==> src/rtl/life_pkg.sv <==
// Shared types and default sizing for the Game-of-Life board controller.
package life_pkg;

  typedef enum logic [1:0] {
    PAUSED  = 2'd0,
    RUNNING = 2'd1,
    HALTED  = 2'd2
  } life_state_e;

  localparam int unsigned LIFE_N_DEFAULT        = 5;
  localparam int unsigned LIFE_TICK_DIV_DEFAULT = 4;
  localparam int unsigned LIFE_GEN_W_DEFAULT    = 16;

endpackage

==> src/rtl/life_tick_div.sv <==
// Generation pacing counter: counts 0..P_TICK_DIV-1 while enabled and
// flags the terminal count with a one-cycle tick before wrapping to zero.
// The count holds while disabled so a paused run can be resumed cleanly.
module life_tick_div #(
  parameter int unsigned P_TICK_DIV = 4
) (
  input  logic clk,
  input  logic reset,
  input  logic enable,
  input  logic restart,
  output logic tick
);

  localparam int unsigned CW = (P_TICK_DIV > 1) ? $clog2(P_TICK_DIV) : 1;
  localparam logic [CW-1:0] TERM = CW'(P_TICK_DIV - 1);

  logic [CW-1:0] count_q, count_d;

  assign tick = enable && (count_q == TERM);

  // Next count: restart wins, otherwise advance (and wrap) only while enabled.
  always_comb begin
    count_d = count_q;
    if (restart) begin
      count_d = '0;
    end else if (enable) begin
      count_d = tick ? '0 : count_q + 1'b1;
    end
  end

  // Count register.
  always_ff @(posedge clk or posedge reset) begin
    if (reset) begin
      count_q <= '0;
    end else begin
      count_q <= count_d;
    end
  end

endmodule

==> src/rtl/life_board_ctrl.sv <==
// Board register and run/pause/step/halt sequencer for the Game-of-Life
// datapath. The board is driven out as evo_prev; the external combinational
// evolution stage returns evo_next, which is committed on each generation.
module life_board_ctrl
  import life_pkg::*;
#(
  parameter int unsigned P_PARAM_N  = LIFE_N_DEFAULT,
  parameter int unsigned P_TICK_DIV = LIFE_TICK_DIV_DEFAULT,
  parameter int unsigned P_GEN_W    = LIFE_GEN_W_DEFAULT
) (
  input  logic                                 clk,
  input  logic                                 reset,
  input  logic                                 cmd_run,
  input  logic                                 cmd_pause,
  input  logic                                 cmd_step,
  input  logic                                 cmd_clear,
  input  logic                                 edit_valid,
  input  logic [$clog2(P_PARAM_N)-1:0]         edit_row,
  input  logic [$clog2(P_PARAM_N)-1:0]         edit_col,
  input  logic                                 edit_value,
  output logic [P_PARAM_N-1:0][P_PARAM_N-1:0]  evo_prev,
  input  logic [P_PARAM_N-1:0][P_PARAM_N-1:0]  evo_next,
  output logic                                 running,
  output logic                                 halted,
  output logic [P_GEN_W-1:0]                   gen_count,
  output logic                                 gen_tick
);

  life_state_e                          state_q, state_d;
  logic [P_PARAM_N-1:0][P_PARAM_N-1:0]  board_q, board_d;
  logic [P_GEN_W-1:0]                   gen_q, gen_d;
  logic                                 gen_tick_q;

  logic tick, tick_enable, tick_restart;
  logic edit_in_range, edit_ok, pause_ok, run_ok, step_ok;
  logic commit, halt_cond;

  // A command is dropped whenever any higher-priority input is present in
  // the same cycle, even if that higher-priority input itself has no effect.
  assign edit_in_range = (32'(edit_row) < P_PARAM_N) && (32'(edit_col) < P_PARAM_N);
  assign edit_ok  = edit_valid && !cmd_clear && (state_q != RUNNING) && edit_in_range;
  assign pause_ok = cmd_pause && !cmd_clear && !edit_valid;
  assign run_ok   = cmd_run && !cmd_clear && !edit_valid && !cmd_pause;
  assign step_ok  = cmd_step && !cmd_clear && !edit_valid && !cmd_pause && !cmd_run;

  assign tick_enable  = (state_q == RUNNING);
  assign tick_restart = cmd_clear || ((state_q == PAUSED) && run_ok);

  // Clear suppresses any generation that would otherwise land this cycle.
  assign commit    = !cmd_clear && (((state_q == RUNNING) && tick) ||
                                    ((state_q == PAUSED) && step_ok));
  assign halt_cond = (evo_next == board_q) || (evo_next == '0);

  life_tick_div #(
    .P_TICK_DIV (P_TICK_DIV)
  ) u_tick_div (
    .clk     (clk),
    .reset   (reset),
    .enable  (tick_enable),
    .restart (tick_restart),
    .tick    (tick)
  );

  // Next-state logic; an explicit pause outranks an automatic halt.
  always_comb begin
    state_d = state_q;
    if (cmd_clear) begin
      state_d = PAUSED;
    end else begin
      unique case (state_q)
        PAUSED: begin
          if (run_ok) state_d = RUNNING;
        end
        RUNNING: begin
          if (pause_ok) begin
            state_d = PAUSED;
          end else if (commit && halt_cond) begin
            state_d = HALTED;
          end
        end
        HALTED: begin
          if (edit_ok) state_d = PAUSED;
        end
        default: state_d = PAUSED;
      endcase
    end
  end

  // Board and generation counter updates: clear, then commit, then edit.
  always_comb begin
    board_d = board_q;
    gen_d   = gen_q;
    if (cmd_clear) begin
      board_d = '0;
      gen_d   = '0;
    end else if (commit) begin
      board_d = evo_next;
      gen_d   = gen_q + 1'b1;
    end else if (edit_ok) begin
      board_d[edit_row][edit_col] = edit_value;
    end
  end

  // State, board, counter and the commit-following tick pulse.
  always_ff @(posedge clk or posedge reset) begin
    if (reset) begin
      state_q    <= PAUSED;
      board_q    <= '0;
      gen_q      <= '0;
      gen_tick_q <= 1'b0;
    end else begin
      state_q    <= state_d;
      board_q    <= board_d;
      gen_q      <= gen_d;
      gen_tick_q <= commit;
    end
  end

  assign evo_prev  = board_q;
  assign running   = (state_q == RUNNING);
  assign halted    = (state_q == HALTED);
  assign gen_count = gen_q;
  assign gen_tick  = gen_tick_q;

endmodule

==> config.mk <==
export PLATFORM = sky130hd
export DESIGN_NAME = life_board_ctrl
export DESIGN_NICKNAME = d
export VERILOG_FILES = /design/src/rtl/life_pkg.sv /design/src/rtl/life_tick_div.sv /design/src/rtl/life_board_ctrl.sv
export SDC_FILE = /design/constraint.sdc
export NUM_CORES = 1
export LEC_CHECK = 0
export CAP_MARGIN = 25
export CORE_UTILIZATION = 26
export CTS_BUF_LIST = sky130_fd_sc_hd__clkbuf_2
export CTS_CLUSTER_SIZE = 8
export DETAILED_ROUTE_END_ITERATION = 10
export SLEW_MARGIN = 20
export SYNTH_ARGS = -nofsm -noshare
export SYNTH_HDL_FRONTEND = slang
export SYNTH_SLANG_ARGS = --single-unit
==> constraint.sdc <==
create_clock -name clk -period 2.51 [get_ports clk]
set_input_delay 0.502 -clock clk [delete_from_list [all_inputs] [get_ports clk]]
set_output_delay 0.502 -clock clk [all_outputs]
set_load 0.03 [all_outputs]
==> metrics.md, run 1 <==
| Metric | Value |
|---|---|
| Outcome | finished clean |
| Overall routed net length | 9.64 mm |
| Adder-cell share of the synthesized area | 0.848% |
| # hold bufs at CTS | 0 |
| Sort of element at the start of the critical path | primary input |
| Count of fill cells added during filler insertion | 1133 |
| Routed WL per cell | 16.2 microns |
| CTS sink cnt | 46 |
| Number of flops mapped to enable cells by yosys | 0 |
| Final global-route overflow total | 0 |
| DRC Markers | 0 |
| First element of the critical path | edit_valid |
| Final Wtd Congestion | 0.900 |
| IR Drop Worst-Case VDD | 0.192 mV |
| Post-Synthesis Cells | 343 |
| Final antenna diode count | 0 |
| Yosys warnings | 0 |
| Proportion of layout cells with a drive suffix above 1 | 13.9% |
| Clock skew after layout | 0.00355 ns |
| Number of antenna violations at the first check in global routing | 0 |
| Power density normalized to cell area | 401 mW/mm^2 |
| Layout area overhead | 44.1% |
| Detailed-route via count | 3061 |
| H-tree levels | 2 |
| Cell taking the most area after synthesis | dfrtp_1 |
| Maximum fanout encountered on the critical timing path | 10 |
| Clk network pwr share | 25.2% |
| Total placed instance area | 0.00418 sq mm |
| Max Cap Viol | 0 |
| Post-route minimum period | 2.17 ns |
| Stage delay of the slowest cell on the critical path | 0.55 ns |
| Setup repair after global routing missed its margin | no |
| Combinational power share | 27.1% |
| Net count of the mapped netlist | 384 |
| Via count of the first global-routing pass | 3013 |
| Distinct cells, synth | 44 |
| Total standard cell area after synthesis | 0.00295 sq mm |
| Switch Pwr | 547 uW |
| Clock root buffer | clkbuf_2 |
| CP Class | in2reg |
| Switching fraction of total power | 32.1% |
| LEAKAGE | 1.65 nW |
| Syn avg cell area | 8.60 sq um |
| Die area | 0.0118 sq mm |
| Critical path data arrival time | 2.52 ns |
| Global router's overall resource usage | 17.0% |
| Xor and xnor fraction of the mapped netlist area | 11.6% |
| Horiz. Die Dim | 109 microns |
| Register share of total power | 47.7% |
| Effective utilization at floorplan | 27.0% |
| Sequential share of the synthesized area | 39.0% |
| Inserted Clock Buffers | 5 |
| Fraction of the mapped netlist area in compound gates | 14.7% |
| Most frequent cells after synthesis | 47 x nor2_1, 46 x dfrtp_1, 45 x nor3_1 |
| Fin. max-slew vios | 0 |
| Launch point of the worst reg-to-reg path | u_tick_div.count_q[0] |
| Buffer depth of the longest clock path | 2 |
| Slew Limit Headroom | 49.2% |
| Sequential cell area | 0.00115 sq mm |
| Top-Level Pins | 83 |
| Measured slew at the worst slew-check pin | 0.759 ns |
| Share of flip-flops with an asynchronous set or reset | 100% |
| Die Span Y | 109 microns |
| Cell with the biggest individual delay on the critical path | or4b_4 |
| First-pass DRT Iterations | 5 |
| Clock latency reported for the late side of the worst-skew pair | 0.42 ns |
| Initial DRC count | 192 |
| Leading post-synthesis cells by cell area | dfrtp_1 39%, nor3_1 7.6%, nor2_1 6.0%, xnor2_1 5.9%, xor2_1 5.6% |
| Area occupied by multi-input gates | 0.00168 sq mm |
| Final net count | 494 |
| Maximum number of pins on one net before global-route repair | 27 |
| Cell row count | 38 |
| Worst hold path class | in2async |
| Largest family of logic cells by synthesized area | simple AND/OR/NAND/NOR gates |
| Final setup fails | 0 |
| Final Hold Vio Count | 0 |
| Clock tree from TritonCTS | built |
| Register clock-pin slew on the reported worst setup and hold paths | 0.25 ns |
| Sum of negative setup slack | 0 ns |
| Area share of and/or/nand/nor cells after synthesis | 29.9% |
| Routed via count divided by cell count | 5.15 |
| Fin area | 0.00425 sq mm |
| Share of cell area taken by muxes after synthesis | 0% |
| Ordered list of cells on the worst path | clkdlybuf4s50_1, or4b_4, o41a_1, nor4_2, xnor2_1, nor2_1 |
| Endpoint class of the critical path | flop |
| Internal Power | 1.16 mW |
| Final cycle utilization of the critical path | 86.5% |
| Wire length of the first global-routing pass | 15.6 mm |
| DP Wirelength | 7.42 mm |
| Synth top area share | 39.0% |
| Remaining antenna violation count after routing | 0 |
| Seq cells post-synth | 46 |
| Dominant cell by count in the synthesized netlist | nor2_1 |
| Highest attainable clock frequency | 461 MHz |
| Core ar. | 0.0109 sq mm |
| Number of input and output port buffers inserted | 82 |
| Commonest register cell after synthesis | dfrtp_1 |
| Required time of the critical path | 2.86 ns |
## cell type report
class	instances	share of cell area (%)
Timing Repair Buffer	125	27.3
Clock buffer	5	0.588
Inverter	4	0.353
Clock inverter	3	0.941
Sequential cell	46	27.1
Tap cell	140	4.12
Multi-Input combinational cell	271	39.6
## metrics by stage
step / setup slack [ns] / power, mW / utilization (%) / instances / hold WS (ns)
global placement: -0.115 / 1.29 / 38.2 / 586 / 0.518
finish: 0.339 / 1.70 / 38.9 / 594 / 0.380
detailed placement: -0.145 / 1.29 / 38.2 / 586 / 0.527
CTS: 0.00247 / 1.72 / 38.8 / 594 / 0.376
floorplan: 0.256 / 1.05 / - / 343 / 0.495
global route: 0.244 / 1.78 / 38.9 / 594 / 0.386
## power by group through the flow
stage,logic [mW],registers [mW],clock network [mW]
4_1_cts,0.464,0.814,0.443
3_5_place_dp,0.462,0.827,0
6_report,0.461,0.813,0.429
5_1_grt,0.495,0.819,0.466
2_1_floorplan,0.168,0.879,0
3_3_place_gp,0.460,0.826,0
## state kept, by name, indices dropped and copies added, names as in the netlist
signal / flops
gen_count: 16
state_q: 2
u_tick_div.count_q: 2
evo_prev: 25
gen_tick: 1
## layer usage
metal / GRT usage [%] / part of all wire (%) / vias up
met3: 3.86 / 7.9 / 16
met4: 4.63 / 1.5 / 0
met1: 22.5 / 44 / 1442
met5: 0 / 0 / -
met2: 27.8 / 47 / 131
li1: - / - / 1472
## final timing paths
kind                       slack, ns               endpoint  depth (start not counted)
max                             0.34          gen_count[15]                          6
min                             0.38          gen_count[10]                          2
max reg2reg                     0.40            evo_prev[9]                          6
min reg2reg                     0.58  u_tick_div.count_q[1]                          2
max in group asynchronous       1.62            evo_prev[1]                          3
min in group clk                0.58  u_tick_div.count_q[1]                          2
## cell usage in the layout (no fill, tap or decap), drive strengths merged, types with 3 or more instances in the layout
cell / count
nor2: 47
clkbuf: 5
o311a: 3
a21oi: 7
clkdlybuf4s50: 80
o22ai: 3
o21ai: 20
o41ai: 4
xor2: 19
nand2b: 5
and3: 3
nor3b: 3
nand3: 7
nand2: 16
dfrtp: 46
xnor2: 20
o31ai: 3
a211oi: 7
nor3: 45
nor2b: 5
buf: 43
nor4: 14
inv: 4
nand4: 15
## cells by family (layout without fill, tap and decap cells)
group,Yosys count,count (layout)
fa+ha+maj,2,2
flops,46,46
simple gates,170,170
buf+inv,26,137
compound gates,60,60
xor+xnor,39,39
## what timing repair did
action,4_1_cts,5_1_grt
gates resized for setup,0,4
setup endpoints to repair,0,2
setup buffers,0,0
## critical path, delay by kind of cell
family	cells	cell delay, ns
XOR/XNOR	1	0.16
AO/OA/AOI/OAI	1	0.49
AND/OR/NAND/NOR	3	0.96
buffers and inverters	1	0.42
(Power assumes the default switching activity.)
==> inputs of run 2 (changes only) <==
- CTS_BUF_LIST: sky130_fd_sc_hd__clkbuf_2 -> sky130_fd_sc_hd__clkbuf_16
- SLEW_MARGIN: 20 -> 10
==> metrics.md, run 2 (synthesis gave the netlist of run 1 again) <==
| Metric | Value |
|---|---|
| # hold bufs at CTS | 0 (unchanged) |
| CTS sink cnt | 46 (unchanged) |
| Commonest non-fill, non-tap cell in the layout | clkdlybuf4s50_1 (unchanged) |
| IR Drop Worst-Case VDD | 0.282 mV (was 0.192 mV) |
| Top-Level Pins | 83 (unchanged) |
| Setup Slack @ Placement | -0.145 ns (unchanged) |
| Proportion of layout cells with a drive suffix above 1 | 13.4% (was 13.9%) |
| H-tree levels | 2 (unchanged) |
| Outcome | finished clean (unchanged) |
| Cell row count | 38 (unchanged) |
| Depth of the most critical reg-to-reg path | 6 (unchanged) |
| Slew Limit Headroom | 51.4% (was 49.2%) |
| Clock root buffer | clkbuf_16 (was clkbuf_2) |
| Horiz. Die Dim | 109 microns (unchanged) |
| Commonest cells after routing, fill and taps aside | 82 x clkdlybuf4s50_1, 47 x nor2_1, 46 x dfrtp_1, 45 x nor3_1, 42 x buf_4 (was 80 x clkdlybuf4s50_1, 47 x nor2_1, 45 x nor3_1, 44 x dfrtp_1, 42 x buf_4) |
| Clock tree from TritonCTS | built (unchanged) |
| DP Wirelength | 7.42 mm (unchanged) |
| Final Hold Vio Count | 0 (unchanged) |
| Slack of the critical path | 0.155 ns (was 0.339 ns) |
| Post-route minimum period | 2.36 ns (was 2.17 ns) |
| Fin. max-slew vios | 0 (unchanged) |
| Max FFs per register | 25 (unchanged) |
| Worst hold path class | reg2reg (was in2async) |
| Routed wire length on met3 | 668 microns (was 762 microns) |
| Number of antenna violations at the first check in global routing | 0 (unchanged) |
| Register clock-pin slew on the reported worst setup and hold paths | 0.07 ns (was 0.25 ns) |
| Clock skew after layout | 0.00213 ns (was 0.00355 ns) |
| Number of input and output port buffers inserted | 82 (unchanged) |
| Routed via count divided by cell count | 5.16 (was 5.15) |
| Sort of element at the start of the critical path | primary input (unchanged) |
| Setup repair after global routing missed its margin | no (unchanged) |
| Inserted Clock Buffers | 5 (unchanged) |
| CP Class | in2reg (unchanged) |
| Core ar. | 0.0109 sq mm (unchanged) |
| Effective utilization at floorplan | 27.0% (unchanged) |
| Maximum fanout encountered on the critical timing path | 10 (unchanged) |
| Critical path data arrival time | 2.52 ns (about the same) |
| Overall routed net length | 9.63 mm (was 9.64 mm) |
| LEAKAGE | 1.66 nW (was 1.65 nW) |
| Highest metal layer used by the detailed router | met4 (unchanged) |
| Sum of internal, switching and leakage power | 2.03 mW (was 1.70 mW) |
| M1 WL | 4.28 mm (was 4.25 mm) |
| Max Cap Viol | 0 (unchanged) |
| Highest attainable clock frequency | 425 MHz (was 461 MHz) |
| Fin area | 0.00435 sq mm (was 0.00425 sq mm) |
| Detailed-route via count | 3065 (was 3061) |
| Buffer depth of the longest clock path | 2 (unchanged) |
| Measured slew at the worst slew-check pin | 0.726 ns (was 0.759 ns) |
| Met2 Routed Length | 4.59 mm (was 4.49 mm) |
| Post-layout utilization of the core | 39.7% (was 38.9%) |
| Wire length of the first global-routing pass | 15.6 mm (about the same) |
| Final Wtd Congestion | 0.900 (unchanged) |
| Initial DRC count | 220 (was 192) |
| Total placed instance area | 0.00418 sq mm (unchanged) |
| Clock latency reported for the late side of the worst-skew pair | 0.28 ns (was 0.42 ns) |
| Number of setup buffers added after CTS | 0 (unchanged) |
| Remaining antenna violation count after routing | 0 (unchanged) |
| Cell depth of the worst hold path | 2 |
| Required time of the critical path | 2.68 ns (was 2.86 ns) |
| Maximum number of pins on one net before global-route repair | 27 (unchanged) |
| Global router's overall resource usage | 17.0% (about the same) |
| Sum of negative setup slack | 0 ns (unchanged) |
| Final antenna diode count | 0 (unchanged) |
| Power density normalized to cell area | 468 mW/mm^2 (was 401 mW/mm^2) |
| Routed WL per cell | 16.2 microns (about the same) |
| Via count of the first global-routing pass | 3022 (was 3013) |
| # resized after CTS | 0 (unchanged) |
| Final global-route overflow total | 0 (unchanged) |
| First-pass DRT Iterations | 4 (was 5) |
| Layout area overhead | 47.3% (was 44.1%) |
| DRC Markers | 0 (unchanged) |
| Die area | 0.0118 sq mm (unchanged) |
| Final net count | 494 (unchanged) |
| Die Span Y | 109 microns (unchanged) |
| Final cycle utilization of the critical path | 93.8% (was 86.5%) |
| Final setup fails | 0 (unchanged) |
| Endpoint class of the critical path | flop (unchanged) |
## run 2: critical path, cell delays in order
cell	delay (ns)
clkdlybuf4s50_1	0.42
or4b_4	0.55
o41a_1	0.49
nor4_2	0.35
xnor2_1	0.16
nor2_1	0.06
## run 2: per-stage QoR
step / instances / hold slack, ns
after global routing: 594 / 0.599
after CTS: 594 / 0.546
after detailed placement: 586 / 0.527
after global placement: 586 / 0.518
after floorplan: 343 / 0.495
final: 594 / 0.547
## run 2: path summary, 6_finish.rpt
kind	startpoint	to	slack (ns)
setup / recovery	edit_valid	gen_count[15]	0.15
hold / removal	u_tick_div.count_q[1]	u_tick_div.count_q[1]	0.55
setup reg to reg	u_tick_div.count_q[0]	evo_prev[9]	0.44
hold reg to reg	u_tick_div.count_q[1]	u_tick_div.count_q[1]	0.55
max in group asynchronous	reset	evo_prev[14]	1.42
min in group asynchronous	reset	gen_count[10]	0.57
## run 2: final cells by class
type | instances | area (sq um)
Inverter | 4 | 15.0
Tap cell | 140 | 175
Timing Repair Buffer | 125 | 1160
Sequential cell | 46 | 1150
Fill cell | 1121 | 6590
Clock buffer | 5 | 125
Clock inverter | 3 | 40.0
Multi-Input combinational cell | 271 | 1680
## run 2: layer usage
metal,vias up,global-route usage [%]
li1,1482,-
met1,1466,22.5
met2,107,27.8
met3,10,3.86
met4,0,4.34
met5,-,0
## run 2: where the power goes
| part | switching, mW | internal, mW |
|---|---|---|
| Combinational | 0.246 | 0.216 |
| Sequential | 0.0379 | 0.774 |
| Clock | 0.292 | 0.467 |
